[config.mk]
export PLATFORM = sky130hd
export DESIGN_NAME = axis_rr_pkt_arbiter
export DESIGN_NICKNAME = d
export VERILOG_FILES = /design/src/rtl/axis_arb_pkg.sv /design/src/rtl/axis_rr_pkt_arbiter_rr_arbiter.sv /design/src/rtl/axis_rr_pkt_arbiter.sv
export SDC_FILE = /design/constraint.sdc
export NUM_CORES = 1
export LEC_CHECK = 0
export CAP_MARGIN = 20
export CORE_AREA = 2 2 158 160
export CTS_CLUSTER_DIAMETER = 50
export DETAILED_ROUTE_END_ITERATION = 10
export DIE_AREA = 0 0 160 162
export GPL_ROUTABILITY_DRIVEN = 0
export SYNTH_ARGS = -nofsm -noshare
export SYNTH_HDL_FRONTEND = slang
export SYNTH_SLANG_ARGS = --single-unit
[constraint.sdc]
create_clock -name clk -period 1.8 [get_ports clk]
set_input_delay 0.36 -clock clk [delete_from_list [all_inputs] [get_ports clk]]
set_output_delay 0.36 -clock clk [all_outputs]
set_load 0.02 [all_outputs]
[src/rtl/axis_arb_pkg.sv]
// axis_arb_pkg: shared types, default widths and the round-robin pick
// function used by the packet arbiter.
package axis_arb_pkg;

    typedef enum logic {IDLE, PASS} state_t;

    localparam int DEF_DATA_WIDTH = 64;
    localparam int DEF_KEEP_WIDTH = DEF_DATA_WIDTH / 8;
    localparam int MAX_IN         = 16;

    typedef struct packed {
        logic       found;
        logic [3:0] idx;
    } pick_t;

    // Scan from last+1 upward with wrap. Walking k downward lets the
    // nearest requester overwrite any farther one.
    function automatic pick_t rr_pick(input logic [MAX_IN-1:0] req, input logic [3:0] last,
                                      input int n);
        pick_t p;
        int    c;
        p = '0;
        for (int k = MAX_IN; k >= 1; k--) begin
            if (k <= n) begin
                c = (int'(last) + k) % n;
                if (req[c]) begin
                    p.found = 1'b1;
                    p.idx   = 4'(c);
                end
            end
        end
        return p;
    endfunction

endpackage

[src/rtl/axis_rr_pkt_arbiter_rr_arbiter.sv]
// rr_arbiter: combinational round-robin select; the winner is the first
// requester found after the previous grant, wrapping around.
module rr_arbiter
    import axis_arb_pkg::*;
#(
    parameter int NUM_IN = 4,
    parameter int IDX_W  = 2
) (
    input  logic [NUM_IN-1:0] req,
    input  logic [IDX_W-1:0]  last,
    output logic              found,
    output logic [IDX_W-1:0]  idx
);

    pick_t p;

    assign p     = rr_pick(MAX_IN'(req), 4'(last), NUM_IN);
    assign found = p.found;
    assign idx   = IDX_W'(p.idx);

endmodule

[src/rtl/axis_rr_pkt_arbiter.sv]
// axis_rr_pkt_arbiter: packet-granular round-robin AXI4-Stream arbiter;
// a grant is held from the first beat until the tlast beat is accepted.
module axis_rr_pkt_arbiter
    import axis_arb_pkg::*;
#(
    parameter int NUM_IN     = 4,
    parameter int DATA_WIDTH = DEF_DATA_WIDTH,
    parameter int CNT_WIDTH  = 32,
    localparam int KEEP_WIDTH = DATA_WIDTH / 8,
    localparam int IDX_W      = (NUM_IN > 1) ? $clog2(NUM_IN) : 1
) (
    input  logic                         clk,
    input  logic                         aresetn,
    input  logic [NUM_IN*DATA_WIDTH-1:0] s_axis_tdata,
    input  logic [NUM_IN*KEEP_WIDTH-1:0] s_axis_tkeep,
    input  logic [NUM_IN-1:0]            s_axis_tlast,
    input  logic [NUM_IN-1:0]            s_axis_tvalid,
    output logic [NUM_IN-1:0]            s_axis_tready,
    output logic [DATA_WIDTH-1:0]        m_axis_tdata,
    output logic [KEEP_WIDTH-1:0]        m_axis_tkeep,
    output logic                         m_axis_tlast,
    output logic                         m_axis_tvalid,
    input  logic                         m_axis_tready,
    output logic [IDX_W-1:0]             m_axis_tid,
    output logic                         busy,
    output logic [CNT_WIDTH-1:0]         pkt_count
);

    state_t           state, state_nxt;
    logic [IDX_W-1:0] grant, last_grant, pick;
    logic             found, done;

    rr_arbiter #(.NUM_IN(NUM_IN), .IDX_W(IDX_W)) u_rr (
        .req  (s_axis_tvalid),
        .last (last_grant),
        .found(found),
        .idx  (pick)
    );

    always_ff @(posedge clk or negedge aresetn) begin
        if (!aresetn) begin
            state      <= IDLE;
            grant      <= '0;
            last_grant <= IDX_W'(NUM_IN - 1);
            pkt_count  <= '0;
        end else begin
            state <= state_nxt;
            if (state == IDLE && found) begin
                grant      <= pick;
                last_grant <= pick;
            end
            if (done)
                pkt_count <= pkt_count + 1'b1;
        end
    end

    always_comb
        state_nxt = (state == IDLE) ? (found ? PASS : IDLE) : (done ? IDLE : PASS);

    // Pure pass-through while PASS; the bus is forced quiet otherwise.
    always_comb begin
        busy          = (state == PASS);
        m_axis_tdata  = busy ? s_axis_tdata[int'(grant)*DATA_WIDTH +: DATA_WIDTH] : '0;
        m_axis_tkeep  = busy ? s_axis_tkeep[int'(grant)*KEEP_WIDTH +: KEEP_WIDTH] : '0;
        m_axis_tlast  = busy ? s_axis_tlast[grant] : 1'b0;
        m_axis_tvalid = busy ? s_axis_tvalid[grant] : 1'b0;
        m_axis_tid    = grant;
        s_axis_tready = '0;
        if (busy)
            s_axis_tready[grant] = m_axis_tready;
        done = busy && m_axis_tvalid && m_axis_tready && m_axis_tlast;
    end

endmodule

==> reports/metrics.yaml, run 1 <==
die:
  design.core.area_um2: 24110
  dieArea_um2: 25920
  die_y_um: 162
  io_pins: 412
  rows: 57
  initial_core_util_pct: 17.31
  die_w_um: 160
yosys:
  synth_top_area_cell: "mux4_2"
  synth-edff-count: 0
  synth_seq_cells: 37
  netlist_instances: 354
  synthArstFlopShare_pct: 100.0
  syn_nets: 654
  synthesis.area_um2: 4173
  yosys_warnings: 0
  avgSynthCellArea_um2: 11.79
  synth_ff_type: "dfrtp_1"
  yosys-top-cells-area: "mux4_2 (39%), dfrtp_1 (21%), and2_1 (11%)"
  synth_top_area_share_pct: 39.40
  ys_types: 37
  yosysSeqAreaShare_pct: 22.25
place:
  placed_cells: 1104
  hpwl_mm: 20.78
  place_area_um2: 9164
  numPortBuffers: 411
  pre_cts_slack_ps: -673.9
route:
  first_pass_iters: 4
  drc_errors: 0
  vias_per_cell: 4.362
  postRouteAntennaNets: 0
  drt-total-wl_mm: 24.97
  first_iter_violations: 227
  wire_per_inst_um: 21.83
  vias: 4990
critical_path:
  r2r_end: "pkt_count[14]"
  end_kind: "primary output"
  critPathArrivalTime_ps: 1930
  r2r.worst_path.cells: 10
  endpoint: "m_axis_tdata[1]"
  rrSetupSlack_ps: -400
  startpoint_type: "register"
  worstSetupStartpoint: "m_axis_tid[0]"
  path_class: "reg2out"
  cp.required_ps: 1440
  crit_path_max_fanout: 9
  r2r-start: "m_axis_tid[0]"
clocking:
  cts_tree: "yes"
  cts.sinks: 37
  cts_htree_levels: 2
  clkLatencyLatePin_ps: 280
  cts-root-buf: "clkbuf_16"
  clk_pin_slew_worst_paths_ps: 60
  ctsLongestPathBuffers: 2
  cts_inserted_buffers: 5
hold_path:
  hp-class: "in2async"
power_and_ir_drop:
  ir_drop_mv: 0.6932
  powerDensity_nw_per_um2: 1331
  leakage_nw: 4.182
cells_and_area:
  final_net_count: 1114
  layout_commonest_cell: "clkdlybuf4s50_1"
  drive_above_1_share_pct: 42.70
  layout_common_cells: "clkdlybuf4s50_1 (327), buf_6 (90), mux4_2 (73), and2_4 (73), buf_4 (34)"
  syn2layout_area_growth_pct: 141.1
  layout.cells.non_filler: 1144
  final.fill_count: 2361
  multi_input_area_um2: 3466
  seqCellArea_um2: 937.1
  fin_area_um2: 10060
timing:
  setup_tns_ps: -41810
  clock_skew_ps: 7.543
  final.min_clock_period_ps: 2292
  finalCritPeriodShare_pct: 127.3
  hold_viol: 0
  drv_slew: 0
  clock.fmax_mhz: 436.3
  slew-limit-headroom_pct: 68.50
  setup_ws_ps: -491.8
  worst_pin_slew_ps: 471.3
  setup_viol: 111
  rsz0062_at_grt: "true"
run_status:
  violations: "negative setup slack"
  status: "finished, violations left"
global_routing:
  grt_antenna_before_repair: 6
  grt_pass1_vias: 5281
  grt_max_degree: 45
  grt_pass1_wl_mm: 35.18
  track_usage_pct: 18.25
  overflow: 0
flow_run:
  drv.max_cap_violation_count: 0
==> power breakdown <==
part,internal [mW],switching (mW),leakage [nW]
clock network,0.552,0.331,0.0712
logic,6.74,4.66,3.63
registers,0.962,0.150,0.479
==> cell type report <==
cell class                      count  area share [%]
Sequential cell                    37           9.314
Timing Repair Buffer              480           50.41
Clock buffer                        8           1.455
Tap cell                          324           4.029
Inverter                            6          0.2238
Antenna cell                        5          0.1243
Multi-Input combinational cell    284           34.44
==> critical path, stage by stage (launching register included) <==
cell     delay, ps
dfrtp_4        510
buf_12         170
buf_12         130
buf_8          120
mux4_2         430
and2_4         160
buf_6          130
==> per-layer routing <==
layer | routed length [um] | track usage (%)
met2 | 12700 | 31.25
met3 | 2315 | 6.384
met5 | 13 | 0
met4 | 321 | 3.931
met1 | 9622 | 22.24
==> registers in the layout, indices dropped and copies added, names as in the netlist <==
register,flops
m_axis_tid,2
pkt_count,32
last_grant,2
busy,1
==> kinds of logic after synthesis <==
logic type / after synthesis / synth area share (%)
AOI/OAI and AO/OA: 14 / 2.339
xor gates and xnor gates: 31 / 6.507
adders and majority gates: 1 / 0.2998
buffers and inverters: 33 / 3.658
DFF: 37 / 22.25
muxes: 75 / 39.88
and+or+nand+nor: 163 / 25.07
==> Yosys cell counts (3+ instances only) <==
cell	n
buf_4	5
nand4_4	3
mux4_2	73
and2_1	75
and3_1	4
nand4_1	3
o21ai_0	6
buf_2	8
clkbuf_1	14
nor2_1	20
nand3_1	9
nor3_2	9
nand2_1	23
nor3_1	5
xnor2_1	9
inv_1	6
nand2b_1	3
xor2_1	22
dfrtp_1	35
==> metrics by stage <==
step	total power [mW]	hold WS, ps	utilization, %
finish	13.39	445.8	41.74
global route	14.11	476.8	41.73
CTS	12.47	462.2	40.00
detailed placement	11.01	463.8	38.02
global placement	10.96	457.2	38.02
floorplan	6.941	64.41	-
==> worst min-delay path by stage <==
stage / endpoint / slack, ps
6_report: pkt_count[25] / 450
5_1_grt: pkt_count[21] / 480
4_1_cts: pkt_count[25] / 460
3_5_place_dp: pkt_count[31] / 460
3_3_place_gp: pkt_count[31] / 460
2_1_floorplan: busy / 60
==> repair_timing <==
action / in CTS / in global routing
gates cloned: 2 / 3
endpoints found under the setup margin: 114 / 114
setup buffers: 14 / 12
hold buffers: 0 / 0
pin swaps: 33 / 11
resized for setup: 390 / 150
No activity file was read; power rests on OpenSTA's default activity.
==> run 2: changes to the inputs <==
clock period = 2 ns   (was 1.8 ns; I/O delays follow)
==> run 2 against run 1 <==
The run still ends with negative setup slack left. Via count grew 1.8%. Clock power grew 3.4%. Sequential power shrank 10%. Register-to-register slack gained 140 ps. Final cell count grew 0.70%. Sequential share of layout area grew 0.077 points. Critical endpoint is now m_axis_tdata[7]. Highest routed layer unchanged.
==> reports/metrics.yaml, run 2 (synthesized netlist as in run 1, its figures left out) <==
clocking:
  cts-root-buf: "clkbuf_16"
  cts_inserted_buffers: 5  # unchanged
  cts_htree_levels: 2  # unchanged
  cts.sinks: 37  # unchanged
  ctsLongestPathBuffers: 2  # unchanged
  clk_pin_slew_worst_paths_ps: 50  # about the same
  cts_tree: "yes"
  clkLatencyLatePin_ps: 280  # about the same
  hold_buffers: 0  # unchanged
critical_path:
  path_class: "reg2out"
  crit_path_max_fanout: 6  # -3
  cp_common_cell: "buf_12"
  critPathArrivalTime_ps: 1990  # +60 ps
  cp.required_ps: 1600  # +160 ps
  crit_buf_inv: 4  # unchanged
  cpLargestDelayFamily: "flip-flops"
  startpoint_type: "register"
  end_kind: "primary output"
  path_cells: "buf_12, buf_12, buf_12, mux4_2, and2_4, buf_6"
  critPathSlowestCell: "dfrtp_4"
  critical_path.max_stage_delay_ps: 540  # +30 ps
timing:
  rsz0062_at_grt: "true"
  setup_viol: 108  # -2.7%
  clock.fmax_mhz: 418.6
  holdWs_ps: 70.42  # -375.4 ps
  finalCritPeriodShare_pct: 119.4
  clock_skew_ps: 6.956  # -0.5873 ps
  final.min_clock_period_ps: 2389
  drv_slew: 0  # unchanged
  slew-limit-headroom_pct: 70.19  # +1.7 points
  hold_viol: 0  # unchanged
  setup_tns_ps: -26450  # +15,350 ps
  worst_pin_slew_ps: 434.7  # -36.64 ps
  setup_ws_ps: -388.6  # +103.2 ps
place:
  pre_cts_slack_ps: -539.9  # +134.0 ps
  numPortBuffers: 411  # unchanged
  place_area_um2: 9039  # -1.4%
  hpwl_mm: 21.65  # +4.2%
run_status:
  violations: "negative setup slack"
  status: "finished, violations left"
global_routing:
  grt_max_degree: 54  # +20%
  overflow: 0  # unchanged
  grt_antenna_before_repair: 20  # +14
  grt_pass1_vias: 5305  # +0.45%
  grt_pass1_wl_mm: 35.81  # +1.8%
  track_usage_pct: 18.73  # +0.48 points
cells_and_area:
  drive_above_1_share_pct: 39.78  # -2.9 points
  largest_reg_flops: 32  # unchanged
  largest_register: "pkt_count"
  fin_area_um2: 9980  # -0.82%
  layout_common_cells: "clkdlybuf4s50_1 (330), buf_6 (82), mux4_2 (73), and2_4 (50), dfrtp_1 (32)"
  layout_commonest_cell: "clkdlybuf4s50_1"
  syn2layout_area_growth_pct: 139.2
  final_net_count: 1116  # +0.18%
route:
  drc_errors: 0  # unchanged
  first_iter_violations: 256  # +13%
  drt-total-wl_mm: 25.38  # +1.6%
  vias: 5079  # +1.8%
  wire_per_inst_um: 22.03  # +0.94%
  vias_per_cell: 4.409  # +1.1%
  first_pass_iters: 4  # unchanged
  postRouteAntennaNets: 0  # unchanged
die:
  die_y_um: 162  # unchanged
  rows: 57  # unchanged
  initial_core_util_pct: 17.31  # unchanged
  io_pins: 412  # unchanged
  design.core.area_um2: 24110  # unchanged
  die_w_um: 160  # unchanged
  dieArea_um2: 25920  # unchanged
power_and_ir_drop:
  powerDensity_nw_per_um2: 1175  # -12%
  leakage_nw: 4.055  # -3.1%
  ir_drop_mv: 0.5595  # -19%
  power_mw: 11.73  # -12%
hold_path:
  hp-class: "in2async"
flow_run:
  drv.max_cap_violation_count: 0  # unchanged
run 2: cell count changes in the layout (fill, tap and decap cells not counted), moves of 6 or more:
| cell | change |
|---|---|
| dlygate4sd2_1 | +6 |
| diode_2 | +6 |
| buf_2 | +15 |
| buf_6 | -8 |
| buf_4 | -15 |
| and2_1 | +23 |
| and2_4 | -23 |
run 2: cell type report:
class / count / area (um^2)
Multi-Input combinational cell: 284 / 3398
Antenna cell: 11 / 27.53
Inverter: 6 / 22.52
Timing Repair Buffer: 482 / 5016
Tap cell: 324 / 405.4
Clock inverter: 1 / 30.03
Fill cell: 2364 / 14130
Sequential cell: 37 / 937.1
Clock buffer: 7 / 142.6
run 2: stage by stage:
| stage | cells | util (%) |
|---|---|---|
| finish | 1152 | 41.40 |
| global placement | 1102 | 37.50 |
| global route | 1146 | 41.34 |
| CTS | 1134 | 39.63 |
| detailed placement | 1102 | 37.50 |
| floorplan | 354 | - |
run 2: timing repair:
| action | CTS | global route |
|---|---|---|
| pin swaps | 18 | 30 |
| setup endpoints to repair | 110 | 109 |
| buffers inserted | 23 | 9 |
| resized for setup | 424 | 109 |
| gates cloned | 1 | 2 |
| endpoints found under the hold margin | 0 | 0 |
run 2: where the power goes:
part           switching, mW  internal (mW)  total (mW)
sequential             0.133          0.866       0.999
combinational           4.09           5.73        9.81
clock                  0.290          0.623       0.913
run 2: layer usage:
| layer | GRT usage (%) | up-vias | wire length, um |
|---|---|---|---|
| met4 | 4.668 | 10 | 490 |
| met1 | 23.32 | 2493 | 10340 |
| met2 | 28.43 | 260 | 11080 |
| met3 | 10.06 | 45 | 3394 |
| met5 | 0 | - | 70 |
| li1 | - | 2271 | - |
run 2: final timing paths:
| kind | startpoint | to | slack [ps] | depth (start not counted) |
|---|---|---|---|---|
| max | m_axis_tid[0] | m_axis_tdata[7] | -390 | 6 |
| max reg2reg | m_axis_tid[0] | pkt_count[18] | -260 | 11 |
| min in group clk | pkt_count[31] | pkt_count[31] | 470 | 1 |
| min reg2reg | pkt_count[31] | pkt_count[31] | 470 | 1 |
| min | aresetn | pkt_count[31] | 70 | 1 |
| max in group asynchronous | aresetn | pkt_count[20] | 1420 | 2 |
run 2: worst reg2reg max path, stage by stage, from the launching register on:
cell	delay [ps]
dfrtp_4	540
buf_12	180
clkbuf_16	170
buf_8	110
nand3b_4	180
buf_6	140
o22ai_4	110
buf_12	150
buf_4	110
nand3_4	130
nor3_2	200
xor2_1	160
==> run 3: changes to the inputs <==
RECOVER_POWER = 100   (was not set)
==> run 3 against run 2 <==
The run still ends with negative setup slack left. Critical path depth is the same. Clock skew about the same. First-iteration DRC count shrank 6.3%. Global-route usage is the same. Final cell count is the same. Non-clock buffer count unchanged. Critical endpoint unchanged. Critical path type unchanged.
==> reports/metrics.yaml, run 3 (synthesized netlist as in run 1, its figures left out) <==
run_status:
  status: "finished, violations left"
  violations: "negative setup slack"
timing:
  setup_ws_ps: -390.5  # -1.895 ps
  finalCritPeriodShare_pct: 119.5  # about the same
  worst_pin_slew_ps: 1066  # +631.4 ps
  hold_viol: 0  # unchanged
  rsz0062_at_grt: "true"
  setup_viol: 108  # unchanged
  clock_skew_ps: 6.898  # -0.05757 ps
  clock.fmax_mhz: 418.3  # about the same
  slew-limit-headroom_pct: 28.93  # -41 points
  setup_tns_ps: -26460  # -3.800 ps
  drv_slew: 0  # unchanged
  final.min_clock_period_ps: 2391  # +1.895 ps
  holdWs_ps: 298.6  # +228.2 ps
die:
  initial_core_util_pct: 17.31  # unchanged
  design.core.area_um2: 24110  # unchanged
  dieArea_um2: 25920  # unchanged
  die_w_um: 160  # unchanged
  die_y_um: 162  # unchanged
  rows: 57  # unchanged
  io_pins: 412  # unchanged
clocking:
  cts.sinks: 37  # unchanged
  cts-root-buf: "clkbuf_16"
  clkLatencyLatePin_ps: 280  # about the same
  cts_htree_levels: 2  # unchanged
  cts_inserted_buffers: 5  # unchanged
  cts_tree: "yes"
  ctsLongestPathBuffers: 2  # unchanged
  clk_pin_slew_worst_paths_ps: 50  # about the same
route:
  route.met2.wl_mm: 11.06  # -0.23%
  vias_per_cell: 4.405  # about the same
  postRouteAntennaNets: 0  # unchanged
  met3WireLength_mm: 3.432  # +1.1%
  drc_errors: 0  # unchanged
  first_pass_iters: 4  # unchanged
  wl_met1_mm: 10.29  # -0.47%
  first_iter_violations: 240  # -6.3%
  vias: 5075  # -0.079%
  drt-total-wl_mm: 25.35  # -0.15%
  wire_per_inst_um: 22.00  # -0.15%
  highest_layer: "met5"
global_routing:
  grt_pass1_vias: 5305  # unchanged
  track_usage_pct: 18.73  # unchanged
  overflow: 0  # unchanged
  grt_pass1_wl_mm: 35.81  # unchanged
  grt_antenna_before_repair: 20  # unchanged
  grt_max_degree: 54  # unchanged
hold_path:
  hp-class: "in2async"
power_and_ir_drop:
  ir_drop_mv: 0.5595  # about the same
  power_mw: 11.68  # -0.38%
  powerDensity_nw_per_um2: 1173  # -0.16%
  leakage_nw: 4.126  # +1.8%
critical_path:
  end_kind: "primary output"
  crit_path_max_fanout: 6  # unchanged
  cp.required_ps: 1600  # about the same
  path_class: "reg2out"
  startpoint_type: "register"
  critPathArrivalTime_ps: 1990  # about the same
cells_and_area:
  layout.cells.non_filler: 1152  # unchanged
  drive_above_1_share_pct: 39.17  # -0.61 points
  layout_commonest_cell: "clkdlybuf4s50_1"
  layout_common_cells: "clkdlybuf4s50_1 (297), buf_6 (83), mux4_2 (73), and2_4 (50)"
  syn2layout_area_growth_pct: 138.6
  largest_register: "pkt_count"
  largest_reg_flops: 32  # unchanged
  final_net_count: 1116  # unchanged
place:
  pre_cts_slack_ps: -539.9  # unchanged
  placed_cells: 1102  # unchanged
  hpwl_mm: 21.65  # unchanged
  numPortBuffers: 411  # unchanged
flow_run:
  drv.max_cap_violation_count: 0  # unchanged
[run 3: where the power goes]
group	switching, mW	internal, mW	total (mW)
logic	4.08	5.69	9.77
registers	0.132	0.864	0.996
clock network	0.291	0.623	0.913
[run 3: what timing repair did]
item                       4_1_cts  5_1_grt
hold endpoints to repair         0        0
setup endpoints to repair      110      109
pin swaps                       18       30
hold buffers                     0        0
buffers inserted                23        9
gates cloned                     1        2
gates resized for setup        424      109
[run 3: per-stage QoR]
| stage | utilization (%) | cell area (um^2) |
|---|---|---|
| final | 41.31 | 9957 |
| after CTS | 39.63 | 9553 |
| after floorplan | - | 4234 |
| after global placement | 37.50 | 9039 |
| after detailed placement | 37.50 | 9039 |
| after global routing | 41.24 | 9942 |
[run 3: metal layers]
layer	GRT usage [%]	vias to the layer above
met1	23.32	2489
met5	0	-
met2	28.43	262
met3	10.06	45
met4	4.668	10
li1	-	2269
[run 3: final cells by class]
cell class	count	area (um^2)
clock buffer	7	142.6
clock inverter	1	30.03
antenna	11	27.53
multi-input combinational	284	3398
inverter	6	22.52
sequential	37	935.9
timing repair buffer	482	4995
fill	2367	14150
tap	324	405.4
[run 3: path summary, 6_finish.rpt]
path / start / end / slack [ps] / cells past startpoint
worst min-delay path: aresetn / pkt_count[31] / 300 / 1
worst min register to register: pkt_count[31] / pkt_count[31] / 460 / 1
worst max register to register: m_axis_tid[0] / pkt_count[18] / -260 / 11
min in group clk: pkt_count[31] / pkt_count[31] / 460 / 1
worst max-delay path: m_axis_tid[0] / m_axis_tdata[7] / -390 / 6
max in group asynchronous: aresetn / pkt_count[20] / 690 / 2
[run 3: worst max-delay path, cell delays in order, from the launching register on]
cell     delay (ps)
dfrtp_4         540
buf_12          170
buf_12          130
buf_12          120
mux4_2          460
and2_4          160
buf_6           120
